**config.mk**
```make
export PLATFORM = sky130hd
export DESIGN_NAME = tage_provider_select
export DESIGN_NICKNAME = d
export VERILOG_FILES = /design/src/rtl/tage_pkg.sv /design/src/rtl/tage_sat_ctr.sv /design/src/rtl/tage_provider_select.sv
export SDC_FILE = /design/constraint.sdc
export NUM_CORES = 1
export LEC_CHECK = 0
export CORE_ASPECT_RATIO = 1.2
export CORE_UTILIZATION = 45
export CTS_BUF_LIST = sky130_fd_sc_hd__clkbuf_8
export CTS_CLUSTER_DIAMETER = 50
export DETAILED_ROUTE_END_ITERATION = 12
export GPL_TIMING_DRIVEN = 1
export PLACE_DENSITY = 0.83
export SLEW_MARGIN = 20
export SYNTH_ARGS = -nofsm -noshare
export SYNTH_HDL_FRONTEND = slang
export SYNTH_SLANG_ARGS = --single-unit
```
**constraint.sdc**
```tcl
create_clock -name CLK -period 5.01 [get_ports CLK]
set_input_delay 0.501 -clock CLK [delete_from_list [all_inputs] [get_ports CLK]]
set_output_delay 0.501 -clock CLK [all_outputs]
set_load 0.1 [all_outputs]
```
**src/rtl/tage_pkg.sv**
```systemverilog
// Shared TAGE definitions: counter widths, index sizing and the
// selection helpers used by the final-prediction stage.
package tage_pkg;

   localparam int unsigned CL     = 3;
   localparam int unsigned UA_DEF = 4;
   localparam int unsigned NB_MAX = 16;
   localparam int unsigned IW_MAX = $clog2(NB_MAX + 1);

   function automatic int unsigned iw(input int unsigned nb);
      return $clog2(nb + 1);
   endfunction

   // Counter value just below "taken", so a fresh design leans to the provider.
   function automatic int unsigned use_alt_rst(input int unsigned ua);
      return (1 << (ua - 1)) - 1;
   endfunction

   function automatic logic is_weak(input logic [CL-1:0] ctr);
      return (ctr == {1'b1, {(CL-1){1'b0}}}) || (ctr == {1'b0, {(CL-1){1'b1}}});
   endfunction

   // Highest 1-based bank index with a hit strictly below 'below', else 0.
   function automatic logic [IW_MAX-1:0] hit_index(input logic [NB_MAX-1:0] hits,
                                                   input int unsigned below);
      logic [IW_MAX-1:0] idx;
      idx = '0;
      for (int unsigned i = 1; i <= NB_MAX; i++) begin
         if (hits[i-1] && (i < below))
            idx = IW_MAX'(i);
      end
      return idx;
   endfunction

endpackage

```
**src/rtl/tage_sat_ctr.sv**
```systemverilog
// Saturating up/down counter with synchronous active-low reset to RST_VAL.
module tage_sat_ctr #(
   parameter int unsigned W       = 4,
   parameter int unsigned RST_VAL = 7
) (
   input  logic         CLK,
   input  logic         reset,
   input  logic         inc,
   input  logic         dec,
   output logic [W-1:0] count
);

   always_ff @(posedge CLK) begin
      if (!reset)
         count <= W'(RST_VAL);
      else if (inc && (count != '1))
         count <= count + 1'b1;
      else if (dec && (count != '0))
         count <= count - 1'b1;
   end

endmodule

```
**src/rtl/tage_provider_select.sv**
```systemverilog
// TAGE final-prediction stage: provider/alternate selection with the
// use-alternate-on-newly-allocated policy, one registered output stage.
module tage_provider_select
   import tage_pkg::*;
#(
   parameter int unsigned NB = 4,
   parameter int unsigned UA = UA_DEF,
   localparam int unsigned IW = iw(NB)
) (
   input  logic            CLK,
   input  logic            reset,
   input  logic            lookup_valid,
   input  logic [NB-1:0]   tag_eq,
   input  logic [CL-1:0]   Bimodal_C_bit,
   input  logic [NB*CL-1:0] C_bits,
   input  logic            upd_valid,
   input  logic            upd_weak_provider,
   input  logic            upd_provider_taken,
   input  logic            upd_alt_taken,
   input  logic            upd_outcome,
   output logic            pred_valid,
   output logic            branch_prediction,
   output logic            alt_prediction,
   output logic [IW-1:0]   provider_idx,
   output logic [IW-1:0]   alt_idx,
   output logic            provider_weak,
   output logic            used_alt,
   output logic [UA-1:0]   use_alt_ctr
);

   logic [NB_MAX-1:0] hits;
   logic [CL-1:0]     ctr_tab [NB+1];
   logic [IW-1:0]     prov_sel, alt_sel;
   logic [CL-1:0]     prov_ctr, alt_ctr;
   logic              prov_weak_c, use_alt_c, final_c;
   logic              train, ctr_inc, ctr_dec;

   always_comb begin
      hits = '0;
      hits[NB-1:0] = tag_eq;
      ctr_tab[0] = Bimodal_C_bit;
      for (int unsigned i = 1; i <= NB; i++)
         ctr_tab[i] = C_bits[(i-1)*CL +: CL];

      prov_sel = IW'(hit_index(hits, NB + 1));
      alt_sel  = (prov_sel == '0) ? '0 : IW'(hit_index(hits, 32'(prov_sel)));
      prov_ctr = ctr_tab[prov_sel];
      alt_ctr  = ctr_tab[alt_sel];

      // Bimodal never counts as weak, so it can never hand over to an alternate.
      prov_weak_c = (prov_sel != '0) && is_weak(prov_ctr);
      use_alt_c   = prov_weak_c && use_alt_ctr[UA-1];
      final_c     = use_alt_c ? alt_ctr[CL-1] : prov_ctr[CL-1];
   end

   always_comb begin
      train   = upd_valid && upd_weak_provider && (upd_provider_taken != upd_alt_taken);
      ctr_inc = train && (upd_alt_taken == upd_outcome);
      ctr_dec = train && (upd_alt_taken != upd_outcome);
   end

   tage_sat_ctr #(
      .W       (UA),
      .RST_VAL (use_alt_rst(UA))
   ) u_use_alt_ctr (
      .CLK   (CLK),
      .reset (reset),
      .inc   (ctr_inc),
      .dec   (ctr_dec),
      .count (use_alt_ctr)
   );

   always_ff @(posedge CLK) begin
      if (!reset) begin
         pred_valid        <= 1'b0;
         branch_prediction <= 1'b0;
         alt_prediction    <= 1'b0;
         provider_idx      <= '0;
         alt_idx           <= '0;
         provider_weak     <= 1'b0;
         used_alt          <= 1'b0;
      end else begin
         pred_valid <= lookup_valid;
         if (lookup_valid) begin
            branch_prediction <= final_c;
            alt_prediction    <= alt_ctr[CL-1];
            provider_idx      <= prov_sel;
            alt_idx           <= alt_sel;
            provider_weak     <= prov_weak_c;
            used_alt          <= use_alt_c;
         end
      end
   end

endmodule

```
# Yosys cells after proc, flatten, opt, wreduce, memory -nomap -nowiden
# Index checks and enable logic that the tools add are counted.
dict set report totals {
  reg_bits 15
  output_inout_bits 15
  in_bits 27
  elab_cells 59
}
dict set report classes {
  mux 18
  eq_ne 6
  n_lt_le_gt_ge 6
  n_bitwise 2
  reduce_logical 17
  n_addsub 2
}
# cell n
set op_table {}
lappend op_table {{$mux W3} 9}
lappend op_table {{$bmux W3 S3} 2}
lappend op_table {{$logic_and A1 B1 Y1} 12}
lappend op_table {{$ge A4 B4 Y1 const B} 2}
lappend op_table {{$mux W4} 2}
lappend op_table {{$not A3 Y4} 2}
lappend op_table {{$lt A2 B3 Y1 const A} 2}
lappend op_table {{$add A4 B1 Y4 const B} 1}
lappend op_table {{$mux W2} 2}
lappend op_table {{$ne A4 B4 Y1 const B} 1}
lappend op_table {{$reduce_bool A4 Y1} 1}
lappend op_table {{$sub A4 B1 Y4 const B} 1}
lappend op_table {{$eq A3 B2 Y1 const B} 1}
lappend op_table {{$eq A3 B3 Y1 const B} 1}
lappend op_table {{$logic_not A3 Y1} 1}
lappend op_table {{$lt A1 B3 Y1 const A} 1}
lappend op_table {{$lt A3 B3 Y1 const A} 1}
lappend op_table {{$mux W1} 3}
lappend op_table {{$reduce_bool A3 Y1} 1}
lappend op_table {{$ne A1 B1 Y1} 2}
lappend op_table {{$reduce_bool A2 Y1} 1}
lappend op_table {{$eq A1 B1 Y1} 1}
lappend op_table {{$logic_or A1 B1 Y1} 1}

# Logic depth before layout (Yosys ltp)
dict set report depth {
  word_depth 16
  ltp_mapped 9
  ltp_nobuf 9
}

# By module
# A second synthesis with hierarchy kept.
dict set report unflattened {
  hier_cells 117
  hier_area_um2 1132.3
}
# module seq_area_each_um2 instances area_per_inst_um2 cells_each
set modules_own_cells {}
lappend modules_own_cells {tage_provider_select 220.2 1 858.3 91}
lappend modules_own_cells {tage_sat_ctr 80.1 1 274.0 26}

# Least setup slack after synthesis
# No wires, ideal clock.
dict set report synth_timing {
  path_type {register to register}
  from {reg u_use_alt_ctr.count[1]}
  to {reg u_use_alt_ctr.count[3]}
  period_less_slack_ps 2855
  slack_ps 2155
  path_buffers 0
  arrival_ps 2741
  required_time_ps 4895
  path_stages_with_launch 10
  setup_ps 115
  path_cell_list {dfxtp_1 -> and4_1 -> nor4_1 -> inv_1 -> ha_1 -> a21o_1 -> a21oi_1 -> mux2i_1 -> xnor2_1 -> and2_1}
}
dict set report synth_via {
  elab_chain_cells 3
  word_cells_on_any_way 9
  classes_between {add/sub (2); eq/ne (1); mux (2); reduce/logical (4)}
}
# item line_no
set synth_lines {}
lappend synth_lines {{start: declaration} tage_sat_ctr.sv:10} ;# output logic [W-1:0] count
lappend synth_lines {{start signal: assignment} tage_sat_ctr.sv:15} ;# count <= W'(RST_VAL);
lappend synth_lines {{start signal: assignment} tage_sat_ctr.sv:17} ;# count <= count + 1'b1;
lappend synth_lines {{start signal: assignment} tage_sat_ctr.sv:19} ;# count <= count - 1'b1;
lappend synth_lines {{$sub A4 B1 Y4, or another cell as far along} tage_sat_ctr.sv:19}
lappend synth_lines {{$mux W4, or another cell as far along} tage_sat_ctr.sv:18} ;# else if (dec && (count != '0))
lappend synth_lines {{$mux W4 / $reduce_bool A2 Y1 (equally long branches)} n/a}
# Several ways; a longest one is shown, not always the timed one. The select of a mux whose other input is x is not followed.
# A chain may end at the register's enable or synchronous reset.

# Worst setup path in the final report
dict set report layout_timing {
  from {in upd_alt_taken}
  to {reg u_use_alt_ctr.count[3]}
}
dict set report layout_via {
  elab_chain_cells 5
  word_cells_on_any_way 10
  classes_between {eq/ne (3); mux (1); reduce/logical (6)}
}
# item line_no
set layout_lines {}
lappend layout_lines {{start: declaration} tage_provider_select.sv:19} ;# input logic upd_alt_taken,
lappend layout_lines {{$ne A1 B1 Y1} tage_provider_select.sv:57} ;# train = upd_valid && upd_weak_provider && (upd_provider_taken != upd_alt_taken);
lappend layout_lines {{$logic_and A1 B1 Y1} tage_provider_select.sv:57}
lappend layout_lines {{$logic_and A1 B1 Y1, on equally long branches} {tage_provider_select.sv:58, tage_provider_select.sv:59}}
lappend layout_lines {{$logic_and A1 B1 Y1, on equally long branches} {tage_sat_ctr.sv:16, tage_sat_ctr.sv:18}}
lappend layout_lines {{$mux W4 / $reduce_bool A2 Y1 (equally long branches)} n/a}
# Several ways; a longest one is shown, not always the timed one.

==> metrics.cfg <==
[run_status]
outcome=finished, final reports clean

[placement]
place.gp.congestion=0.879
pre_cts_slack_ns=1.73
port_buffers=41
dpl.hpwl_mm=1.93

[clock_tree]
cts_buffers=3
tritoncts_num_sinks=15
number_of_buffers_added_to_fix_hold_violations_after_cts=0
cts.reportedPaths.clkPinSlew_ns=0.06
worst_skew_pair.late_latency_ns=0.24
tritoncts_clock_tree=done
cts_resized=0
htree_levels=1
clock_path_buffers=2
root_buffer=clkbuf_8
number_of_setup_buffers_added_after_cts=0

[synthesis]
netlist_top_cells_area=dfxtp_1 (29%), mux2i_1 (3.9%), nor2b_1 (3.6%)
yosysUniqueCellTypes=54
synth_enable_flop_cells=0
synthesis.yosys.warnings=0
async_reset_ff_share_pct=0
syn-mean-instance-area_um2=8.88
synthesis.nets=147
yosys.area.top_type_share_pct=28.9
yosys_most_used_dff=dfxtp_1
synth_sequential_area_ratio_pct=28.9
syn_inst=117
netlist.top_cell.by_area=dfxtp_1
netlist_area_um2=1040
synth.ff_latch_count=15

[timing]
timing_hold_violations_final=0
worst_clock_skew_ns=0.00420
worst_slew_pin_slew_ns=0.976
slew_viol_final=0
part_of_the_cycle_the_worst_path_needs_pct=60.2
timing.max_slew.rel_slack_pct=34.7
fmax_mhz=331
final_ws_setup_ns=1.99
tns_ns=0
shortest_period_the_worst_path_allows_ns=3.02
unrepaired_setup_endpoints_after_global_routing=false
timing.final.setup_violations=0

[final_layout]
flow.area_growth_from_synthesis_pct=44.6
post_route_cells_drive_above_1_share_pct=10.3
fillCellCount=191
num-nets-final=186
insertedDiodeCount=0

[grt]
antenna_found_initial=0
first_global_vias=995
grt-ovfl-total=0
grt_pass1_wl_mm=3.75
maximum_number_of_pins_on_one_net_before_global_route_repair=17
groute.usage.overall_pct=20.2

[setup_path]
critPathRequiredTime_ns=5.14
start_kind=input pin
worst-path-max-fanout=5
crit_path_end_kind=register
critPathArrivalTime_ns=3.15
r2r_slack_ns=2.41
rr_startpoint=u_use_alt_ctr.count[1]
r2r_end=u_use_alt_ctr.count[3]
timing.reg2reg.worst_path_depth=9
timing.setup.critical_path_class=in -> reg
endpoint=u_use_alt_ctr.count[3]
crit_start=upd_alt_taken

[hold_path]
min-delay-path-class=reg -> reg

[routing]
first_pass_iters=4
route.antenna.remaining_nets=0
first_iter_violations=9
drt-wirelength-per-cell_um=12.5
count_of_vias_placed_by_the_detailed_router=1003
vias_per_cell=5.42
routed_wirelength_mm=2.32
drc=0

[floorplanning]
floorplan.initialDensity_pct=49.1
fp.dieArea_um2=2500
die_h_um=54.6
die_x_um=45.9
design.portCount=42
floorplan.core_area_um2=2120
rows=18

[power_and_ir_drop]
leakage_nw=0.560
cellPowerDensity_nw_per_um2=239
vdd_ir_drop_max_mv=0.172

[job]
drv_cap=0

synthesized netlist by cell type, types with 2 or more instances:
cell and n:
ha_1 2, inv_1 3, clkbuf_1 3, and2b_2 2, mux2i_1 4, o21ai_1 4, nor3_1 2, buf_2 2
a211o_1 2, nand2b_1 2, nor2b_1 6, and3_1 2, xnor2_1 2, nand2_1 8, nand3b_1 4, o211a_1 2
a211oi_1 2, nor4_1 2, dfxtp_1 15, nor3b_2 2, nor2_1 3, xor2_1 3, a21oi_1 2, o21ai_0 6
and2b_1 3
worst min path at each step:
stage                                from               to  slack (ns)  cells after the start
after CTS                 provider_idx[0]  provider_idx[0]        0.49                      2
after detailed placement       alt_idx[0]       alt_idx[0]        0.47                      1
after global placement         alt_idx[0]       alt_idx[0]        0.46                      1
final                          alt_idx[0]       alt_idx[0]        0.48                      1
after global routing           alt_idx[0]       alt_idx[0]        0.50                      1
after floorplan                     reset       pred_valid        0.63                      2
logic make-up (layout without fill, tap and decap cells):
logic type	count (synthesis)	in the layout	share of synthesized area, %
AO/OA/AOI/OAI	30	30	22.8
XOR/XNOR	5	5	4.22
adder cells (fa/ha/maj)	4	4	5.42
buffers and inverters	10	48	4.34
flip-flops	15	15	28.9
multiplexers	4	4	3.86
AND/OR/NAND/NOR	49	49	30.5
power by group:
| group | switching, W | total, W | internal (W) |
|---|---|---|---|
| registers | 0.00000506 | 0.000131 | 0.000126 |
| logic | 0.0000797 | 0.000130 | 0.0000508 |
| clock network | 0.0000414 | 0.0000971 | 0.0000557 |
layout by cell type, fill, tap and decap left out, types with 2 or more instances in the layout:
cell type and instances:
o21ai_0 6, nor3b_2 2, inv_1 3, nand2b_1 2, nand2_1 8, o211a_1 2, clkdlybuf4s50_1 41, nor4_1 2
nor3_1 2, a211oi_1 2, nor2b_1 6, nand3b_1 4, and3_1 2, mux2i_1 4, xor2_1 3, a211o_1 2
xnor2_1 2, and2b_2 2, ha_1 2, nor2_1 3, and2b_1 3, dfxtp_1 15, clkbuf_8 3, o21ai_1 4
a21oi_1 2
worst max-delay path, stage by stage:
cell and delay [ns]:
clkdlybuf4s50_1 0.45, xor2_1 0.19, nor4_1 0.66, inv_1 0.20, ha_1 0.32, a21o_1 0.17
a21oi_1 0.17, mux2i_1 0.24, xnor2_1 0.09, and2_1 0.16
per-stage QoR:
stage                     hold WS, ns  utilization, %  cell area [µm²]  cells  power [W]
after floorplan                 0.625               -             1040    117   0.000222
after global placement          0.461            68.6             1450    181   0.000261
after detailed placement        0.471            68.6             1450    181   0.000264
after CTS                       0.488            70.9             1500    185   0.000361
after global routing            0.505            70.9             1500    185   0.000373
final                           0.482            70.9             1500    185   0.000358
per-layer routing:
metal	wire, µm	global-route usage, %	vias up
met5	0	0	-
li1	-	-	505
met3	81	1.32	2
met1	885	20.4	465
met4	19	7.84	0
met2	1330	41.3	31
registers in the layout (all words and copies together) (netlist names):
signal / flops
used_alt: 1
branch_prediction: 1
provider_weak: 1
alt_prediction: 1
u_use_alt_ctr.count: 4
provider_idx: 3
pred_valid: 1
alt_idx: 3
final cells by class:
cell class | instances | area (µm²) | share of cell area [%]
Clock buffer | 3 | 41.3 | 2.75
Clock inverter | 1 | 7.51 | 0.500
Inverter | 3 | 11.3 | 0.750
Multi-Input combinational cell | 92 | 693 | 46.2
Sequential cell | 15 | 300 | 20.0
Tap cell | 30 | 37.5 | 2.50
Timing Repair Buffer | 41 | 410 | 27.3
No activity file was read; power rests on OpenSTA's default activity.
